===== config.mk =====
export PLATFORM = sky130hd
export DESIGN_NAME = ram_fifo_ctrl
export DESIGN_NICKNAME = d
export VERILOG_FILES = /design/src/rtl/ram_fifo_ctrl_pkg.sv /design/src/rtl/ram_fifo_ptr.sv /design/src/rtl/ram_fifo_ctrl.sv
export SDC_FILE = /design/constraint.sdc
export NUM_CORES = 1
export LEC_CHECK = 0
export CAP_MARGIN = 20
export CORE_MARGIN = 5
export CORE_UTILIZATION = 39
export DETAILED_ROUTE_END_ITERATION = 8
export PLACE_DENSITY = 0.85
export SLEW_MARGIN = 20
export SYNTH_ARGS = -nofsm -noshare
export SYNTH_HDL_FRONTEND = slang
export SYNTH_HIERARCHICAL = 1
export SYNTH_SLANG_ARGS = --single-unit

===== constraint.sdc =====
create_clock -name clk -period 3.4 [get_ports clk]
set_input_delay 0.34 -clock clk [delete_from_list [all_inputs] [get_ports clk]]
set_output_delay 0.34 -clock clk [all_outputs]
set_load 0.01 [all_outputs]

===== src/rtl/ram_fifo_ctrl_pkg.sv =====
// Shared constants for the ram_fifo_ctrl FIFO front end:
// default widths/depth and the ram wena encoding.
package ram_fifo_ctrl_pkg;

   localparam int P_DATA_W = 32;
   localparam int P_ADDR_W = 5;
   localparam int P_DEPTH  = 2 ** P_ADDR_W;

   localparam logic RAM_WR = 1'b1;
   localparam logic RAM_RD = 1'b0;

endpackage


===== src/rtl/ram_fifo_ptr.sv =====
// Wrapping ADDR_W-bit RAM pointer with increment enable and sync clear.
// Ports: clk, rst (async high), i_clr, i_inc, o_ptr.
module ram_fifo_ptr
   import ram_fifo_ctrl_pkg::*;
#(
   parameter int AW = P_ADDR_W
) (
   input  logic          clk,
   input  logic          rst,
   input  logic          i_clr,
   input  logic          i_inc,
   output logic [AW-1:0] o_ptr
);

   localparam logic [AW-1:0] L_ONE = AW'(1);

   logic [AW-1:0] r_ptr;

   // Natural binary wrap: DEPTH is always 2**AW.
   always_ff @(posedge clk or posedge rst) begin
      if (rst) begin
         r_ptr <= '0;
      end else if (i_clr) begin
         r_ptr <= '0;
      end else if (i_inc) begin
         r_ptr <= r_ptr + L_ONE;
      end
   end

   assign o_ptr = r_ptr;

endmodule


===== src/rtl/ram_fifo_ctrl.sv =====
// Valid/ready FIFO controller in front of a single-port 32x32 ram.
// Ports: clk, rst (async high), wr_valid/wr_ready/wr_data push side,
//   rd_valid/rd_ready/rd_data pop side (registered head word),
//   count/full/empty status, ram_ena/ram_wena/ram_addr/ram_wdata to
//   the ram and ram_rdata back (one cycle after a read access).
// Optional: define RAM_FIFO_CLR_EN to add a synchronous clr input.
module ram_fifo_ctrl
   import ram_fifo_ctrl_pkg::*;
#(
   parameter int DATA_W = P_DATA_W,
   parameter int ADDR_W = P_ADDR_W,
   parameter int DEPTH  = P_DEPTH
) (
   input  logic              clk,
   input  logic              rst,
`ifdef RAM_FIFO_CLR_EN
   input  logic              clr,
`endif
   input  logic              wr_valid,
   output logic              wr_ready,
   input  logic [DATA_W-1:0] wr_data,
   output logic              rd_valid,
   input  logic              rd_ready,
   output logic [DATA_W-1:0] rd_data,
   output logic [ADDR_W:0]   count,
   output logic              full,
   output logic              empty,
   output logic              ram_ena,
   output logic              ram_wena,
   output logic [ADDR_W-1:0] ram_addr,
   output logic [DATA_W-1:0] ram_wdata,
   input  logic [DATA_W-1:0] ram_rdata
);

   localparam logic [ADDR_W:0] L_FULL = (ADDR_W+1)'(DEPTH);
   localparam logic [ADDR_W:0] L_ONE  = (ADDR_W+1)'(1);

   logic [ADDR_W:0]   r_ram_cnt;
   logic              r_rd_pend;
   logic              r_rd_valid;
   logic [DATA_W-1:0] r_rd_data;

   logic [ADDR_W-1:0] w_wr_ptr;
   logic [ADDR_W-1:0] w_rd_ptr;
   logic              w_clr;
   logic              w_full;
   logic              w_rd_want;
   logic              w_rd_issue;
   logic              w_wr_ready;
   logic              w_wr_fire;
   logic              w_pop;

`ifdef RAM_FIFO_CLR_EN
   assign w_clr = clr;
`else
   assign w_clr = 1'b0;
`endif

   assign w_full = (r_ram_cnt == L_FULL);

   // Refill the output register as soon as it and the read slot are
   // free; reads win the single RAM port over writes.
   assign w_rd_want  = (r_ram_cnt != '0) && !r_rd_pend && !r_rd_valid;
   assign w_rd_issue = w_rd_want && !w_clr;
   assign w_wr_ready = !w_full && !w_rd_want && !w_clr;
   assign w_wr_fire  = wr_valid && w_wr_ready;
   assign w_pop      = r_rd_valid && rd_ready && !w_clr;

   ram_fifo_ptr #(.AW(ADDR_W)) u_wr_ptr (
      .clk   (clk),
      .rst   (rst),
      .i_clr (w_clr),
      .i_inc (w_wr_fire),
      .o_ptr (w_wr_ptr)
   );

   ram_fifo_ptr #(.AW(ADDR_W)) u_rd_ptr (
      .clk   (clk),
      .rst   (rst),
      .i_clr (w_clr),
      .i_inc (w_rd_issue),
      .o_ptr (w_rd_ptr)
   );

   always_comb begin
      ram_ena   = 1'b0;
      ram_wena  = RAM_RD;
      ram_addr  = '0;
      ram_wdata = '0;
      if (w_rd_issue) begin
         ram_ena  = 1'b1;
         ram_wena = RAM_RD;
         ram_addr = w_rd_ptr;
      end else if (w_wr_fire) begin
         ram_ena   = 1'b1;
         ram_wena  = RAM_WR;
         ram_addr  = w_wr_ptr;
         ram_wdata = wr_data;
      end
   end

   always_ff @(posedge clk or posedge rst) begin
      if (rst) begin
         r_ram_cnt  <= '0;
         r_rd_pend  <= 1'b0;
         r_rd_valid <= 1'b0;
         r_rd_data  <= '0;
      end else if (w_clr) begin
         r_ram_cnt  <= '0;
         r_rd_pend  <= 1'b0;
         r_rd_valid <= 1'b0;
      end else begin
         if (w_wr_fire) begin
            r_ram_cnt <= r_ram_cnt + L_ONE;
         end else if (w_rd_issue) begin
            r_ram_cnt <= r_ram_cnt - L_ONE;
         end
         r_rd_pend <= w_rd_issue;
         // A pending read never coexists with a valid head word.
         if (r_rd_pend) begin
            r_rd_data  <= ram_rdata;
            r_rd_valid <= 1'b1;
         end else if (w_pop) begin
            r_rd_valid <= 1'b0;
         end
      end
   end

   assign wr_ready = w_wr_ready;
   assign rd_valid = r_rd_valid;
   assign rd_data  = r_rd_data;
   assign count    = r_ram_cnt
                   + (ADDR_W+1)'(r_rd_pend)
                   + (ADDR_W+1)'(r_rd_valid);
   assign full     = w_full;
   assign empty    = (count == '0);

endmodule


==> impl_metrics.py <==
metrics = {
    "clocking": {
        "numClockSinks": 50,
        "postCtsSetupRepairBufs": 0,
        "cts_max_path_buffers": 2,
        "tritoncts": "yes",
        "cts_resized": 0,
        "clk_pin_slew_ns": 0.09,
        "clk_latency_ns": 0.30,
        "hold_buffers": 0,
        "cts_root_buffer": "clkbuf_8",
        "h-tree-depth": 2,
        "numCtsBuffers": 5,
    },
    "timing": {
        "skew_ns": 0.00767,
        "worstMarginPinSlew_ns": 0.741,
        "slew_violations": 0,
        "period_minus_slack_ns": 3.20,
        "fmax_ghz": 0.313,
        "fin_tns_setup_ns": 0,
        "post-route-period-util_pct": 94.0,
        "setup_viol": 0,
        "hold_slack_ns": 0.304,
        "rsz0062_at_grt": "false",
        "final_hold_viol_count": 0,
        "setup_slack_ns": 0.203,
        "maxSlewHeadroom_pct": 50.6,
    },
    "synthesis": {
        "syn-mean-instance-area_um2": 11.8,
        "mappedNetlistArea_mm2": 0.00262,
        "synth-edff-count": 0,
        "syn_inst": 223,
        "synth_ff_type": "dfrtp_1",
        "ys.warnings.count": 6,
        "yosys.cell_types.count": 35,
        "async_flop_share_pct": 100,
        "yosysSeqAreaShare_pct": 47.7,
        "synth-seq-cells": 50,
    },
    "placement": {
        "dp_slack_ns": 0.538,
        "io_buffers": 148,
        "hpwl_mm": 5.79,
        "place_congestion": 0.803,
    },
    "power": {
        "clkPwrFrac_pct": 11.9,
        "pwr_density_cell_mw_per_mm2": 831,
        "vdd_drop_max_mv": 0.431,
        "p_sw_uw": 1280,
        "p_seq_share_pct": 29.7,
        "p_comb_share_pct": 58.4,
        "swShare_pct": 35.7,
        "internal_power_uw": 2310,
        "power.leakage_uw": 0.00186,
    },
    "worst_setup_path": {
        "critPathKind": "flip-flop to output pin",
        "worst-path-stages": 6,
        "reg2reg_depth": 10,
        "critPathSlowestCell": "or4_1",
        "crit_start": "r_ram_cnt[0]",
        "cp-start-kind": "flip-flop",
        "max_stage_delay_ns": 0.56,
        "regToRegEndpoint": "r_ram_cnt[4]",
        "reg2reg_slack_ns": 0.57,
        "crit_arrival_ns": 2.86,
        "crit_path_end": "ram_wdata[23]",
        "critPathBufInv": 2,
        "timing.rr.start": "r_ram_cnt[0]",
        "crit_chain": "or4_1 > o21ai_0 > and3_1 > buf_4 > and2_1 > clkdlybuf4s50_1",
        "cp_max_fo": 45,
        "path_delay_family": "simple AND/OR/NAND/NOR gates",
        "end_kind": "output pin",
        "required_ns": 3.06,
    },
    "routing": {
        "drtIter0Drc": 69,
        "vias": 2172,
        "wl_per_cell_um": 15.8,
        "dr.pass1.iters": 4,
        "ant_nets": 0,
        "drc": 0,
        "drt-total-wl_mm": 7.27,
        "viasPerCell": 4.71,
    },
    "run": {
        "max_cap_violations": 0,
    },
    "global_route": {
        "grt_max_degree": 46,
        "grt_antenna_before_repair": 0,
        "grt_pass1_vias": 2357,
        "grt_first_pass_wirelength_mm": 11.9,
        "grt_usage_pct": 17.4,
        "overflow": 0,
    },
    "cells_and_area": {
        "nets": 460,
        "syn_to_final_growth_pct": 64.5,
        "final_common_cell": "clkdlybuf4s50_1",
        "final_cell_mix": "clkdlybuf4s50_1 (148), dfrtp_1 (50), mux2_2 (32), and2_1 (32), conb_1 (14)",
        "antenna_cells": 0,
        "drive_above_1_share_pct": 14.6,
    },
    "floorplanning": {
        "io_pins": 149,
        "rows": 29,
        "die_x_um": 92.0,
        "die_area_mm2": 0.00847,
        "start_util_pct": 40.6,
        "die_h_um": 92.0,
        "core_mm2": 0.00646,
    },
    "status": {
        "status": "completed",
    },
    "hold_path": {
        "hold_path_class": "input pin to asynchronous set/reset pin",
    },
}
## metrics by stage
stage / utilization (%) / total power (uW) / instance area (um2) / cells
final: 66.8 / 3590 / 4320 / 461
after global routing: 66.8 / 3840 / 4320 / 461
after CTS: 66.8 / 3630 / 4320 / 461
after detailed placement: 65.1 / 3200 / 4200 / 453
after global placement: 65.1 / 3130 / 4200 / 453
after floorplan: - / 2190 / 2670 / 236
## Yosys cell counts (all sizes together), types with 2 or more instances
cell type   n  area (um2)
xor2        5        43.8
a22o        5        50.1
nand4       5        43.8
inv        10        37.5
xnor2       6        52.6
nor2       10        37.5
nand3b      2        15.0
and2       32         200
a21bo       2        20.0
o21ai       5        25.0
fa          2        40.0
a21o        3        23.8
mux2       36         420
ha          7        87.6
and3        3        18.8
or4         2        15.0
a21oi       4        20.0
buf         5        46.3
nor2b       5        31.3
dfrtp      50        1250
nand3       3        15.0
clkbuf      6        22.5
mux2i       3        30.0
nand2       6        22.5
## worst min-delay path by stage
| stage | startpoint | end | cells after the start | slack (ns) |
|---|---|---|---|---|
| floorplan | rst | u_rd_ptr/o_ptr[0] | 1 | 0.12 |
| global placement | rd_data[16] | rd_data[16] | 1 | 0.49 |
| detailed placement | rd_data[12] | rd_data[12] | 1 | 0.49 |
| CTS | rst | u_rd_ptr/o_ptr[4] | 2 | 0.29 |
| global route | rst | u_rd_ptr/o_ptr[2] | 2 | 0.31 |
| finish | rst | u_rd_ptr/o_ptr[2] | 2 | 0.30 |
## cells by family after synthesis
group	synth area share, %
simple gates	16.0
flops	47.7
mux	17.2
compound gates	6.39
buf+inv	4.05
xor+xnor	3.67
fa+ha+maj	4.86
other cells	0.143
## power by group through the flow
stage          logic, uW  registers (uW)  clock network, uW
2_1_floorplan       1050            1140                  0
3_3_place_gp        2070            1060                  0
3_5_place_dp        2120            1080                  0
4_1_cts             2130            1070                434
5_1_grt             2260            1110                467
6_report            2090            1070                427
## per-layer routing
layer	track usage, %	wire length [um]	vias up
li1	-	-	1063
met1	20.2	2850	1054
met2	33.5	4130	49
met3	3.11	238	6
met4	3.47	54	0
met5	0	0	-
## final cells by class
type,instances,area [um2]
clock buffer,5,68.8
clock inverter,3,43.8
fill,502,2140
inverter,10,37.5
multi-input combinational,165,1320
sequential,50,1250
tap,77,96.3
timing repair buffer,151,1500
## state kept, by name (all words and copies together) (netlist names)
register	cells
rd_data	32
u_rd_ptr/o_ptr	5
r_ram_cnt	6
u_wr_ptr/o_ptr	5
rd_valid	1
r_rd_pend	1
No activity file was read; power rests on OpenSTA's default activity.
